### src/rtl/flicky_sndlatch.sv
// Sound-command latch between main CPU and sound CPU with NMI pulse generator.
// Define FLICKY_SNDLATCH_FIFO_EN for a 4-entry command FIFO; otherwise a single overwrite register.
module flicky_sndlatch #(
  parameter int NMIW = 16,
  parameter int NMIG = 8
) (
  input  logic       CLK48M,
  input  logic       RESETn,
  input  logic       SNDRQ,
  input  logic [7:0] CMDDI,
  input  logic       SRD,
  output logic [7:0] SDO,
  output logic       SNMI,
  output logic       SPEND,
  output logic       SOVF,
  output logic [2:0] SCNT
);

`ifdef FLICKY_SNDLATCH_FIFO_EN
  localparam logic [2:0] DEPTH = 3'd4;
`else
  localparam logic [2:0] DEPTH = 3'd1;
`endif

  typedef enum logic [1:0] {S_IDLE, S_PULSE, S_WAIT, S_GAP} state_t;

  logic       r_rq_p1, r_rq_p2, r_rq_p3;
  logic [7:0] r_cmd_p1, r_cmd_p2;
  logic       r_srd_p1;
  logic [2:0] r_cnt;
  logic       r_ovf;
  state_t     r_state;
  logic [7:0] r_tmr;
  logic       r_snmi;

  logic       w_wr, w_pop, w_full;
  logic [2:0] w_cnt_nxt;

  // Stage boundary: strobe synchronisers and edge detectors
  always_ff @(posedge CLK48M or negedge RESETn) begin
    if (!RESETn) begin
      r_rq_p1  <= 1'b0;
      r_rq_p2  <= 1'b0;
      r_rq_p3  <= 1'b0;
      r_srd_p1 <= 1'b0;
    end else begin
      r_rq_p1  <= SNDRQ;
      r_rq_p2  <= r_rq_p1;
      r_rq_p3  <= r_rq_p2;
      r_srd_p1 <= SRD;
    end
  end

  always_ff @(posedge CLK48M) begin
    r_cmd_p1 <= CMDDI;
    r_cmd_p2 <= r_cmd_p1;
  end

  assign w_wr   = r_rq_p2 & ~r_rq_p3;
  assign w_pop  = r_srd_p1 & ~SRD & (r_cnt != 3'd0);
  assign w_full = (r_cnt == DEPTH);

  always_comb begin
    w_cnt_nxt = r_cnt;
    if (w_wr && !w_pop && !w_full)
      w_cnt_nxt = r_cnt + 3'd1;
    else if (w_pop && !w_wr)
      w_cnt_nxt = r_cnt - 3'd1;
  end

  always_ff @(posedge CLK48M or negedge RESETn) begin
    if (!RESETn) begin
      r_cnt <= 3'd0;
      r_ovf <= 1'b0;
    end else begin
      r_cnt <= w_cnt_nxt;
      if (w_wr && w_full && !w_pop)
        r_ovf <= 1'b1;
    end
  end

`ifdef FLICKY_SNDLATCH_FIFO_EN
  logic [7:0] r_mem [4];
  logic [1:0] r_rp, r_wp;

  always_ff @(posedge CLK48M or negedge RESETn) begin
    if (!RESETn) begin
      r_rp <= 2'd0;
      r_wp <= 2'd0;
    end else begin
      if (w_wr && (!w_full || w_pop))
        r_wp <= r_wp + 2'd1;
      if (w_pop)
        r_rp <= r_rp + 2'd1;
    end
  end

  // Full-queue writes without a pop are dropped
  always_ff @(posedge CLK48M) begin
    if (w_wr && (!w_full || w_pop))
      r_mem[r_wp] <= r_cmd_p2;
  end

  assign SDO = (r_cnt != 3'd0) ? r_mem[r_rp] : 8'hFF;
`else
  logic [7:0] r_byte;

  // A write always lands; on a full latch it overwrites the pending byte
  always_ff @(posedge CLK48M) begin
    if (w_wr)
      r_byte <= r_cmd_p2;
  end

  assign SDO = (r_cnt != 3'd0) ? r_byte : 8'hFF;
`endif

  // Stage boundary: NMI sequencer, one pulse per queued command
  always_ff @(posedge CLK48M or negedge RESETn) begin
    if (!RESETn) begin
      r_state <= S_IDLE;
      r_tmr   <= 8'd0;
      r_snmi  <= 1'b0;
    end else begin
      case (r_state)
        S_IDLE: begin
          if (w_cnt_nxt != 3'd0) begin
            r_state <= S_PULSE;
            r_snmi  <= 1'b1;
            r_tmr   <= 8'(NMIW - 1);
          end
        end
        S_PULSE: begin
          if (r_tmr == 8'd0) begin
            r_snmi  <= 1'b0;
            r_state <= (w_cnt_nxt == 3'd0) ? S_IDLE : S_WAIT;
          end else begin
            r_tmr <= r_tmr - 8'd1;
          end
        end
        S_WAIT: begin
          if (w_pop) begin
            r_state <= (w_cnt_nxt != 3'd0) ? S_GAP : S_IDLE;
            r_tmr   <= 8'(NMIG - 1);
          end
        end
        S_GAP: begin
          if (r_tmr == 8'd0) begin
            r_state <= S_PULSE;
            r_snmi  <= 1'b1;
            r_tmr   <= 8'(NMIW - 1);
          end else begin
            r_tmr <= r_tmr - 8'd1;
          end
        end
        default: begin
          r_state <= S_IDLE;
          r_snmi  <= 1'b0;
        end
      endcase
    end
  end

  assign SNMI  = r_snmi;
  assign SPEND = (r_cnt != 3'd0);
  assign SOVF  = r_ovf;
  assign SCNT  = r_cnt;

endmodule

### config.mk
export PLATFORM = sky130hd
export DESIGN_NAME = flicky_sndlatch
export DESIGN_NICKNAME = d
export VERILOG_FILES = /design/src/rtl/flicky_sndlatch.sv
export SDC_FILE = /design/constraint.sdc
export NUM_CORES = 1
export LEC_CHECK = 0
export CORE_MARGIN = 2
export CORE_UTILIZATION = 45
export CTS_CLUSTER_SIZE = 12
export DETAILED_ROUTE_END_ITERATION = 16
export GPL_ROUTABILITY_DRIVEN = 1
export PLACE_DENSITY = 0.76
export SLEW_MARGIN = 20
export SYNTH_ARGS = -nofsm -noshare
export SYNTH_HDL_FRONTEND = slang
export SYNTH_SLANG_ARGS = --single-unit
### constraint.sdc
create_clock -name CLK48M -period 3.1 [get_ports CLK48M]
set_input_delay 0.62 -clock CLK48M [delete_from_list [all_inputs] [get_ports CLK48M]]
set_output_delay 0.62 -clock CLK48M [all_outputs]
set_load 0.01 [all_outputs]
# --- Yosys cells after proc, flatten, opt, wreduce, memory -nomap -nowiden ---
# Index checks and enable logic that the tools add are counted.
word_totals:
  input_bits: 12
  elab_cells: 65
  register_bits: 43
  output_inout_bits: 14
op_classes:
  addsub: 3
  reduce_logical: 17
  n_bitwise: 5
  n_eq_ne: 9
  mux: 19
op_table:
  columns: ["op", "n"]
  rows:
  - ["8-bit two-way mux", 5]
  - ["8-bit one-hot mux with 4 select lines", 1]
  - ["2-bit two-way mux", 6]
  - ["2-bit != test, second input constant", 5]
  - ["3-bit nonzero test", 3]
  - ["8-bit logical NOT", 1]
  - ["2-bit one-hot mux with 4 select lines", 1]
  - ["4-bit AND reduction", 2]
  - ["8-bit by 1-bit subtractor with 8-bit output, second input constant", 1]
  - ["3-bit two-way mux", 2]
  - ["1-bit logical AND", 5]
  - ["2-bit == test, second input constant", 2]
  - ["3-bit by 1-bit adder with 3-bit output, second input constant", 1]
  - ["1-bit AND", 3]
  - ["3-bit by 1-bit == test with 1-bit output, second input constant", 1]
  - ["1-bit logical NOT", 3]
  - ["3-bit logical NOT", 1]
  - ["1-bit two-way mux", 3]
  - ["1-bit one-hot mux with 3 select lines", 1]
  - ["3-bit AND reduction", 1]
  - ["3-bit by 1-bit subtractor with 3-bit output, second input constant", 1]
  - ["2-bit by 1-bit == test with 1-bit output, second input constant", 1]
  - ["2-bit logical NOT", 1]
  - ["1-bit NOT", 2]

# --- Logic depth before layout (Yosys ltp) ---
# Gate-level depths: netlist of the first run.
logic_depth:
  depth_word: 11
  depth_mapped: 9

# --- Least setup slack after synthesis of the first run ---
# OpenSTA, ideal clock, no wires.
synth_path:
  path_kind: "register -> register"
  from: "register r_cnt[0] (netlist: SCNT[0])"
  to: "register r_state[0]"
  path_slack_ns: 0.556
  arrival_ns: 2.419
  setup_ns: 0.125
  path_stages_with_launch: 10
  cell_sequence: "dfrtp_1 -> inv_1 -> ha_1 -> nor2b_2 -> inv_1 -> a211oi_2 -> or4_4 -> a2111oi_4 -> nor2_2 -> mux2_4"
synth_via:
  elab_chain_len: 10
synth_rtl:
  columns: ["element", "line", "source"]
  rows:
  - ["start, declared", "30", "logic [2:0] r_cnt;"]
  - ["start signal, assigned", "76", "r_cnt <= w_cnt_nxt;"]
  - ["parallel branches: the longest is 10 deep, another holds 3-bit by 1-bit subtractor with 3-bit output", null, null]
  - ["end signal, assigned", "135", "r_state <= (w_cnt_nxt == 3'd0) ? S_IDLE : S_WAIT;"]
  - ["end signal, assigned", "142", "r_state <= (w_cnt_nxt != 3'd0) ? S_GAP : S_IDLE;"]
  - ["end, declared", "32", "state_t r_state;"]
# Parallel ways; which one is timed is not known. The select of a mux whose other input is x is not followed.
# A chain may end at the register's enable or synchronous reset.

# --- Final worst setup path of the first run ---
layout_path:
  from: "register r_cnt[1] (netlist: SCNT[1])"
  to: "output port SDO[6]"
layout_via:
  elab_chain_len: 2
layout_rtl:
  columns: ["element", "line", "source"]
  rows:
  - ["3-bit nonzero test", "114", "assign SDO = (r_cnt != 3'd0) ? r_byte : 8'hFF;"]
  - ["8-bit two-way mux", "114", null]
  - ["end, declared", "12", "output logic [7:0] SDO,"]
# Every way passes these cells.

==> summary.txt, run 1 <==
Status - finished, final reports clean
Diode count - 0
WL per Instance - 14.6 um
Setup ws final - 0.291 ns
Mean post-synth cell area - 11.3 sq um
Final period utilization - 90.6%
Largest net degree at the start of global routing - 20
Slew HR - 43.6%
Ys Warns - 0
Final Slew Violations - 0
# IOs - 26
CTS Buffer Depth - 2
PwrDens - 968 nW/um^2
Synth cell types - 44
Cell area after synthesis - 1840 sq um
Clock Pin Slew Worst Setup and Hold Paths - 0.09 ns
Sequential share of power - 36.8%
Post-Route Skew - 0.00564 ns
CP Launch Type - flip-flop
Net Sw Power - 854 uW
Die W - 67.9 um
Arr. time, crit path - 2.19 ns
Path depth of the worst reg2reg path - 9
Ordered list of cells on the worst path - inv_1, ha_1, nor2b_2, inv_1, buf_4, nand2b_1, clkdlybuf4s50_1
Die height - 67.9 um
Fin nets - 216
Worst Tran Pin Value - 0.844 ns
Antenna viol nets, final - 0
Critical Path Most Common Cell - inv_1
WHS Path Cells - 0
Reg2reg start - SCNT[0]
Pre-CTS WS - 0.0977 ns
Worst skew pair latency - 0.30 ns
# DRC - 0
Initial Utilization - 46.3%
Via count - 1355
Via density - 5.51
Number of max-cap violations - 0
Setup Crit Path Kind - flip-flop to output pin
DP Wirelength - 2650 um
Final hold viol count - 0
Sequential share of the synthesized area - 56.4%
Slowest CP cell - clkdlybuf4s50_1
Static leakage - 0.000957 uW
Post-Syn Nets - 184
Fillers - 332
P&R area growth vs syn - 22.6%
Clock power share - 17.2%
Mapped Cells - 163
Hold Buf Count CTS - 0
Grt ovf - 0
Peak supply drop - 0.432 mV
Num CTS Buffers - 5
Final setup violation count - 0
Logic pwr share - 46.0%
DRT Pass-1 Iters - 4
Drt first-iter violations - 122
Global-route usage over all layers - 17.2%
CP required - 2.48 ns
# H-tree levels - 2
Placed cell count - 238
Core box area - 3970 sq um
RSZ-0062 raised after global routing - no
CP Max Fanout - 13
Layout cell share with drive strength beyond 1 - 12.2%
Root buffer cell - clkbuf_8
Min-Delay Endpoint - r_cmd_p2[1]
First-pass GRT wire length - 5800 um
Worst hold path type - flip-flop to flip-flop
Die ar. - 4610 sq um
Min-delay src - r_cmd_p1[1]
I/O Buffers - 25
Critical path endpoint category - output pin
Period minus WS final - 2.81 ns
Internal power - 1330 uW
Tot Pwr - 2180 uW
Layout Utilization - 56.7%
Cell Count, Final, Fillers Out - 246
Routability Congestion - 0.830
Postcts setup bufs - 0
Routed WL - 3590 um
CP peak stage delay - 0.54 ns
# rows - 23
Primary FF master, synth - dfrtp_1
Fmax - 0.356 GHz
TritonCTS Sinks - 43
Worst reg2reg setup slack - 0.36 ns
Switching Fraction - 39.2%
Vias in the first global route - 1277
Worst reg2reg endpoint - r_state[0]
CTS tree - built
# resized after CTS - 0
Setup TNS - 0 ns
EDFF count, synth - 8
Async S/R FF share, synth - 44.2%
Yosys reg bits - 43
Antenna violations before repair - 0
## state kept, by name (all words and copies together) (netlist names)
signal,count
r_state,2
r_cmd_p1,8
r_tmr,8
SOVF,1
r_byte,8
r_rq_p3,1
SCNT,3
r_srd_p1,1
r_rq_p2,1
SNMI,1
r_rq_p1,1
r_cmd_p2,8
## logic make-up (layout without fill, tap and decap cells)
family / count (synthesis) / count (layout) / share of synthesized area (%)
AO/OA/AOI/OAI: 40 / 40 / 16.3
multiplexers: 1 / 1 / 0.817
buffers and inverters: 14 / 47 / 2.86
XOR/XNOR: 2 / 2 / 0.954
flip-flops: 43 / 43 / 56.4
AND/OR/NAND/NOR: 54 / 54 / 16.6
adder cells (fa/ha/maj): 9 / 9 / 6.13
## cells in the final DEF (no fill, tap or decap), types with 3 or more instances in the layout
master           instances
edfxtp_1                 8
clkdlybuf4s50_1         25
a21oi_1                  7
nand2_1                 10
nand3_1                  3
o21ai_0                  7
a21o_1                   4
nand2b_1                 9
dfrtp_1                 19
ha_1                     9
dfxtp_1                 16
nor2_1                  11
or2_2                    3
clkbuf_8                 5
nor3_1                   4
inv_1                   11
a31oi_1                  3
## Yosys cell counts (2+ instances only)
master	number	area (sq um)
a211oi_1	2	15.0
a21o_1	4	30.0
a21oi_1	7	35.0
a31oi_1	3	18.8
and2b_1	2	15.0
and3_1	2	12.5
clkbuf_1	2	7.51
dfrtp_1	19	475
dfxtp_1	16	320
edfxtp_1	8	240
ha_1	9	113
inv_1	11	41.3
nand2_1	10	37.5
nand2b_1	9	56.3
nand3_1	3	15.0
nand4_1	2	12.5
nor2_1	11	41.3
nor3_1	4	20.0
nor4_1	2	12.5
o211ai_1	2	15.0
o21a_1	2	15.0
o21ai_0	7	35.0
o31ai_1	2	15.0
or2_2	3	18.8
xnor2_1	2	17.5
## routing by layer
layer	routed length (um)	vias to the layer above	part of all wire, %	track usage, %
met3	208	3	5.8	5.92
met5	0	-	0	0
met2	1830	40	51	28.2
met1	1520	663	42	21.1
li1	-	649	-	-
met4	27	0	0.75	6.25
## per-stage QoR
| stage | cell area [sq um] | hold WS [ns] |
|---|---|---|
| after floorplan | 1840 | 0.310 |
| after global placement | 2160 | 0.312 |
| after detailed placement | 2160 | 0.315 |
| after CTS | 2250 | 0.336 |
| after global routing | 2250 | 0.346 |
| final | 2250 | 0.332 |
## critical path, delay by kind of cell, from the launching register on
| kind | cells | cell delay, ns |
|---|---|---|
| simple gates | 2 | 0.29 |
| buf+inv | 4 | 0.97 |
| flops | 1 | 0.48 |
| fa+ha+maj | 1 | 0.15 |
## power groups by stage
stage	sequential [uW]	combinational (uW)	clock (uW)
2_1_floorplan	796	659	0
3_3_place_gp	799	948	0
3_5_place_dp	811	990	0
4_1_cts	800	997	384
5_1_grt	819	1100	408
6_report	801	1000	376
## cell type report
type | instances | area (sq um) | area share, %
inverter | 12 | 45.0 | 2.00
multi-input combinational | 106 | 748 | 33.2
sequential | 43 | 1040 | 46.0
timing repair buffer | 27 | 265 | 11.8
clock buffer | 5 | 68.8 | 3.06
tap | 50 | 62.6 | 2.78
clock inverter | 3 | 26.3 | 1.17
## worst max path at each step
stage / slack [ns] / to / cells past startpoint / start
floorplan: 0.56 / r_state[0] / 9 / SCNT[0]
global placement: 0.26 / r_state[0] / 7 / SRD
detailed placement: 0.1 / r_state[0] / 7 / SRD
CTS: 0.29 / SDO[0] / 7 / SCNT[0]
global route: 0.16 / SDO[6] / 7 / SCNT[0]
finish: 0.29 / SDO[6] / 7 / SCNT[1]
(Power assumes the default switching activity.)
==> run 2: changes to the inputs <==
GPL_ROUTABILITY_DRIVEN = 0   (was 1)
clock period = 3.4 ns   (was 3.1 ns; I/O delays follow)
==> run 2 against run 1 <==
Highest routed layer unchanged. Sequential power is 9.0% lower. First-iteration DRC count grew 1.6%. Cell count did not move. Total power down 9.2%. Non-clock buffer count is the same. Wire length fell by 2.3%. Worst hold slack got worse by 0.013 ns. Register-to-register slack gained 0.38 ns. Flip-flop and latch count is the same. Worst setup slack improved by 0.27 ns. Clock power shrank 9.0%. Global-route usage shrank 0.65 points.
==> summary.txt, run 2 (synthesized netlist as in run 1, its figures left out) <==
Fin nets - 216 (unchanged)
# resized after CTS - 0 (unchanged)
Critical Path Most Common Cell - inv_1
FF/Latch Area - 1040 sq um (unchanged)
CTS tree - built
Die W - 67.9 um (unchanged)
Routed WL - 3510 um (-2.3%)
Worst reg2reg setup slack - 0.74 ns (+0.38 ns)
Setup ws final - 0.560 ns (+0.268 ns)
Die ar. - 4610 sq um (unchanged)
Via density - 5.52 (+0.30%)
Clock Pin Slew Worst Setup and Hold Paths - 0.10 ns (about the same)
Antenna violations before repair - 0 (unchanged)
Worst skew pair latency - 0.31 ns (about the same)
Layout cell share with drive strength beyond 1 - 12.2% (unchanged)
RSZ-0062 raised after global routing - no
Worst hold path type - flip-flop to flip-flop
Worst Tran Pin Value - 0.867 ns (+0.0231 ns)
First-pass GRT wire length - 5580 um (-3.8%)
DP Area - 2160 sq um (unchanged)
Multi-input gate area - 748 sq um (unchanged)
TritonCTS Sinks - 43 (unchanged)
Pre-CTS WS - 0.387 ns (+0.289 ns)
Peak supply drop - 0.404 mV (-6.4%)
Fin Hold WS - 0.319 ns (-0.0130 ns)
WL per Instance - 14.3 um (-2.3%)
Number of max-cap violations - 0 (unchanged)
Final setup violation count - 0 (unchanged)
Core box area - 3970 sq um (unchanged)
CP Max Fanout - 13 (unchanged)
Status - finished, final reports clean
Worst path top cell family by delay - buffers and inverters
Tot Pwr - 1980 uW (-9.2%)
Worst path depth - 7 (unchanged)
Worst reg2reg endpoint - r_state[0]
Clock power share - 17.3% (about the same)
PwrDens - 878 nW/um^2 (-9.2%)
Path depth of the worst reg2reg path - 7 (-2)
Ordered list of cells on the worst path - inv_1, ha_1, nor2b_2, inv_1, buf_4, nand2b_1, clkdlybuf4s50_1
CP required - 2.72 ns (+0.24 ns)
Slew HR - 42.0% (-1.5 points)
Arr. time, crit path - 2.16 ns (-0.03 ns)
Antenna viol nets, final - 0 (unchanged)
# rows - 23 (unchanged)
Logic pwr share - 45.8% (-0.2 points)
CP peak stage delay - 0.55 ns (about the same)
P&R area growth vs syn - 22.6% (unchanged)
Fin area - 2250 sq um (unchanged)
Final period utilization - 83.5%
Internal power - 1210 uW (-8.8%)
Final Slew Violations - 0 (unchanged)
Setup TNS - 0 ns (unchanged)
Setup Crit Path Kind - flip-flop to output pin
Root buffer cell - clkbuf_8
# DRC - 0 (unchanged)
Fillers - 335 (+0.90%)
Grt ovf - 0 (unchanged)
Initial Utilization - 46.3% (unchanged)
Post-Route Skew - 0.0170 ns (+0.0114 ns)
I/O Buffers - 25 (unchanged)
CTS Buffer Depth - 2 (unchanged)
DRT Pass-1 Iters - 5 (+1)
DP Wirelength - 2530 um (-4.5%)
Most common cell after layout, fill and taps aside - clkdlybuf4s50_1
CP Launch Type - flip-flop
Switching Fraction - 38.9% (-0.27 points)
Global-route usage over all layers - 16.6% (-0.65 points)
Num CTS Buffers - 5 (unchanged)
Final hold viol count - 0 (unchanged)
# IOs - 26 (unchanged)
Period minus WS final - 2.84 ns
Reg2reg start - r_tmr[0]
Drt first-iter violations - 124 (+1.6%)
Via count - 1359 (+0.30%)
Vias in the first global route - 1260 (-1.3%)
Slowest CP cell - clkdlybuf4s50_1
Die height - 67.9 um (unchanged)
Hold Buf Count CTS - 0 (unchanged)
Static leakage - 0.000958 uW (about the same)
Net Sw Power - 769 uW (-9.9%)
CP Launch Point - SCNT[0]
CP endpoint - SDO[1]
Fmax - 0.352 GHz
Largest net degree at the start of global routing - 20 (unchanged)
Critical path endpoint category - output pin
Diode count - 0 (unchanged)
Sequential share of power - 36.8% (about the same)
Buf+Inv Stages, Crit Path - 4 (unchanged)
Most frequent cells in the layout - clkdlybuf4s50_1 (25), dfrtp_1 (19), dfxtp_1 (16), inv_1 (11), nor2_1 (11)
# H-tree levels - 2 (unchanged)
Postcts setup bufs - 0 (unchanged)
## run 2: layout make-up
cell class / count / share of cell area [%]
Tap cell: 50 / 2.78
Multi-Input combinational cell: 106 / 33.2
Sequential cell: 43 / 46.0
Clock inverter: 3 / 1.17
Clock buffer: 5 / 3.06
Inverter: 12 / 2.00
Timing Repair Buffer: 27 / 11.8
## run 2: power by group through the flow
stage | logic (uW) | clock network (uW) | registers [uW]
2_1_floorplan | 601 | 0 | 726
3_3_place_gp | 864 | 0 | 728
3_5_place_dp | 899 | 0 | 738
4_1_cts | 904 | 354 | 728
5_1_grt | 996 | 377 | 742
6_report | 907 | 342 | 729
## run 2: routing by layer
layer | share of wire [%] | wire (um) | track usage, %
met1 | 42 | 1480 | 19.7
met2 | 50 | 1760 | 27.2
met3 | 5.5 | 193 | 4.93
met4 | 2.0 | 69 | 8.50
met5 | 0 | 0 | 0
## run 2: worst min-delay path by stage
stage | start | endpoint | slack (ns) | cells after the start
floorplan | r_cmd_p1[0] | r_cmd_p2[0] | 0.31 | 0
finish | r_cmd_p1[2] | r_cmd_p2[2] | 0.32 | 0
global placement | r_cmd_p1[3] | r_cmd_p2[3] | 0.31 | 0
detailed placement | r_cmd_p1[2] | r_cmd_p2[2] | 0.31 | 0
global route | r_cmd_p1[2] | r_cmd_p2[2] | 0.34 | 0
CTS | r_cmd_p1[2] | r_cmd_p2[2] | 0.33 | 0
## run 2: worst register-to-register path: cells and delay by family (launching register included)
family                     cells  cell delay (ns)
buffers and inverters          1             0.10
and+or+nand+nor                3             1.23
adders and majority gates      1             0.24
DFF                            1             0.40
AOI/OAI and AO/OA              1             0.27
muxes                          1             0.32
## run 2: stage by stage
stage,util (%),cells
floorplan,-,163
global placement,54.3,238
detailed placement,54.3,238
CTS,56.7,246
global route,56.7,246
finish,56.7,246
==> run 3: changes to the inputs <==
clock period = 2.79 ns   (was 3.4 ns; I/O delays follow)
==> run 3 against run 2 <==
Die area unchanged. Core utilization is 1.3 points higher. Clock-buffer cell count did not move. Sequential share of layout area is 1.0 points lower. Critical endpoint is now SDO[6]. Largest cell class unchanged.
==> summary.txt, run 3 (synthesized netlist as in run 1, its figures left out) <==
Cell Count, Final, Fillers Out - 253 (+2.8%)
Via count - 1368 (+0.66%)
DP Wirelength - 2660 um (+5.2%)
Grt ovf - 0 (unchanged)
CP peak stage delay - 0.55 ns (about the same)
Ordered list of cells on the worst path - inv_1, ha_1, nor2b_2, inv_1, buf_4, nand2b_1, clkdlybuf4s50_1
Multi-input gate area - 748 sq um (unchanged)
Most common cell after layout, fill and taps aside - clkdlybuf4s50_1
Critical path endpoint category - output pin
PwrDens - 1060 nW/um^2 (+21%)
Core box area - 3970 sq um (unchanged)
Path depth of the worst reg2reg path - 9 (+2)
Setup TNS - 0 ns (unchanged)
Final hold viol count - 0 (unchanged)
Root buffer cell - clkbuf_8
# rows - 23 (unchanged)
Setup ws final - 0.165 ns (-0.394 ns)
Postcts setup bufs - 0 (unchanged)
Routed WL - 3560 um (+1.4%)
Peak supply drop - 0.668 mV (+65%)
Placed cell count - 245 (+2.9%)
Period minus WS final - 2.62 ns
Reg2reg start - r_tmr[0]
Die height - 67.9 um (unchanged)
Worst reg2reg setup slack - 0.30 ns (-0.44 ns)
Clock Pin Slew Worst Setup and Hold Paths - 0.09 ns (about the same)
Pre-CTS WS - 0.0256 ns (-0.362 ns)
Met1 Track Usage GR - 20.6% (+0.85 points)
Die W - 67.9 um (unchanged)
Number of max-cap violations - 0 (unchanged)
CP required - 2.23 ns (-0.49 ns)
Status - finished, final reports clean
Worst hold path type - flip-flop to flip-flop
# DRC - 0 (unchanged)
First-pass GRT wire length - 5840 um (+4.6%)
Fin nets - 223 (+3.2%)
FF/Latch Area - 1040 sq um (unchanged)
CP Launch Point - SCNT[0]
Initial Utilization - 46.3% (unchanged)
WL per Instance - 14.1 um (-1.4%)
Layout cell share with drive strength beyond 1 - 15.3% (+3.0 points)
Worst reg2reg endpoint - r_tmr[3]
Final Slew Violations - 0 (unchanged)
Die ar. - 4610 sq um (unchanged)
DRT Pass-1 Iters - 4 (-1)
Most frequent cells in the layout - clkdlybuf4s50_1 (25), dfrtp_1 (19), dfxtp_1 (16), inv_1 (11), nor2_1 (11)
Setup Crit Path Kind - flip-flop to output pin
Slowest CP cell - clkdlybuf4s50_1
Final setup violation count - 0 (unchanged)
Tot Pwr - 2450 uW (+24%)
Diode count - 0 (unchanged)
CTS tree - built
Fmax - 0.381 GHz
RSZ-0062 raised after global routing - no
Arr. time, crit path - 2.07 ns (-0.09 ns)
# H-tree levels - 2 (unchanged)
P&R area growth vs syn - 25.5%
CP Launch Type - flip-flop
Slew HR - 42.7% (+0.70 points)
Post-Route Skew - 0.00500 ns (-0.0120 ns)
Global-route usage over all layers - 17.3% (+0.74 points)
Final period utilization - 94.1%
Fillers - 330 (-1.5%)
Num CTS Buffers - 5 (unchanged)
Largest net degree at the start of global routing - 20 (unchanged)
Vias in the first global route - 1297 (+2.9%)
TritonCTS Sinks - 43 (unchanged)
CP Max Fanout - 13 (unchanged)
Worst skew pair latency - 0.30 ns (about the same)
Most used routing layer - met2
CTS Buffer Depth - 2 (unchanged)
Hold Buf Count CTS - 0 (unchanged)
Antenna violations before repair - 0 (unchanged)
Via density - 5.41 (-2.1%)
Critical Path Most Common Cell - inv_1
Worst Tran Pin Value - 0.857 ns (-0.0104 ns)
Drt first-iter violations - 69 (-44%)
Antenna viol nets, final - 0 (unchanged)
Min-delay src - r_cmd_p1[2]
Met3 Use GR - 4.77% (-0.16 points)
Static leakage - 0.000993 uW (+3.6%)
# resized after CTS - 0 (unchanged)
Met2 Usage GRT - 28.7% (+1.5 points)
CP endpoint - SDO[6]
# IOs - 26 (unchanged)
I/O Buffers - 25 (unchanged)
==> run 3: cell types whose count changed in the layout (fill, tap and decap cells not counted), sizes merged <==
cell	previous run	this run
buf	2	9
clkinv	1	2
inv	14	13
==> run 3: final cells by class <==
cell class | instances | area share, %
Clock buffer | 5 | 2.99
Timing Repair Buffer | 34 | 13.8
Sequential cell | 43 | 45.0
Multi-Input combinational cell | 106 | 32.5
Clock inverter | 3 | 1.14
Inverter | 12 | 1.95
Tap cell | 50 | 2.71
==> run 3: power breakdown <==
part / internal, uW / switching, uW / total, uW
logic: 564 / 600 / 1160
registers: 758 / 114 / 872
clock network: 184 / 230 / 414
==> run 3: worst min path at each step <==
stage	end	slack (ns)	cells after the start
global route	r_cmd_p2[7]	0.34	0
global placement	r_cmd_p2[3]	0.31	0
CTS	r_cmd_p2[2]	0.33	0
floorplan	SCNT[0]	0.26	0
finish	r_cmd_p2[2]	0.33	0
detailed placement	r_cmd_p2[1]	0.31	0
==> run 3: per-layer routing <==
layer	wire length [um]	part of all wire [%]
met5	0	0
met2	1830	52
met4	63	1.8
met1	1490	42
met3	169	4.8
==> run 3: worst max-delay path: cells and delay by family, from the launching register on <==
| family | cells | cell delay [ns] |
|---|---|---|
| buffers and inverters | 4 | 0.93 |
| DFF | 1 | 0.42 |
| and+or+nand+nor | 2 | 0.27 |
| adders and majority gates | 1 | 0.14 |
==> run 3: stage by stage <==
step | hold WS, ns | cell area [sq um] | util (%)
after floorplan | 0.262 | 1840 | -
after global placement | 0.312 | 2210 | 55.6
after detailed placement | 0.314 | 2210 | 55.6
after CTS | 0.334 | 2300 | 58.0
after global routing | 0.338 | 2300 | 58.0
final | 0.332 | 2300 | 58.0
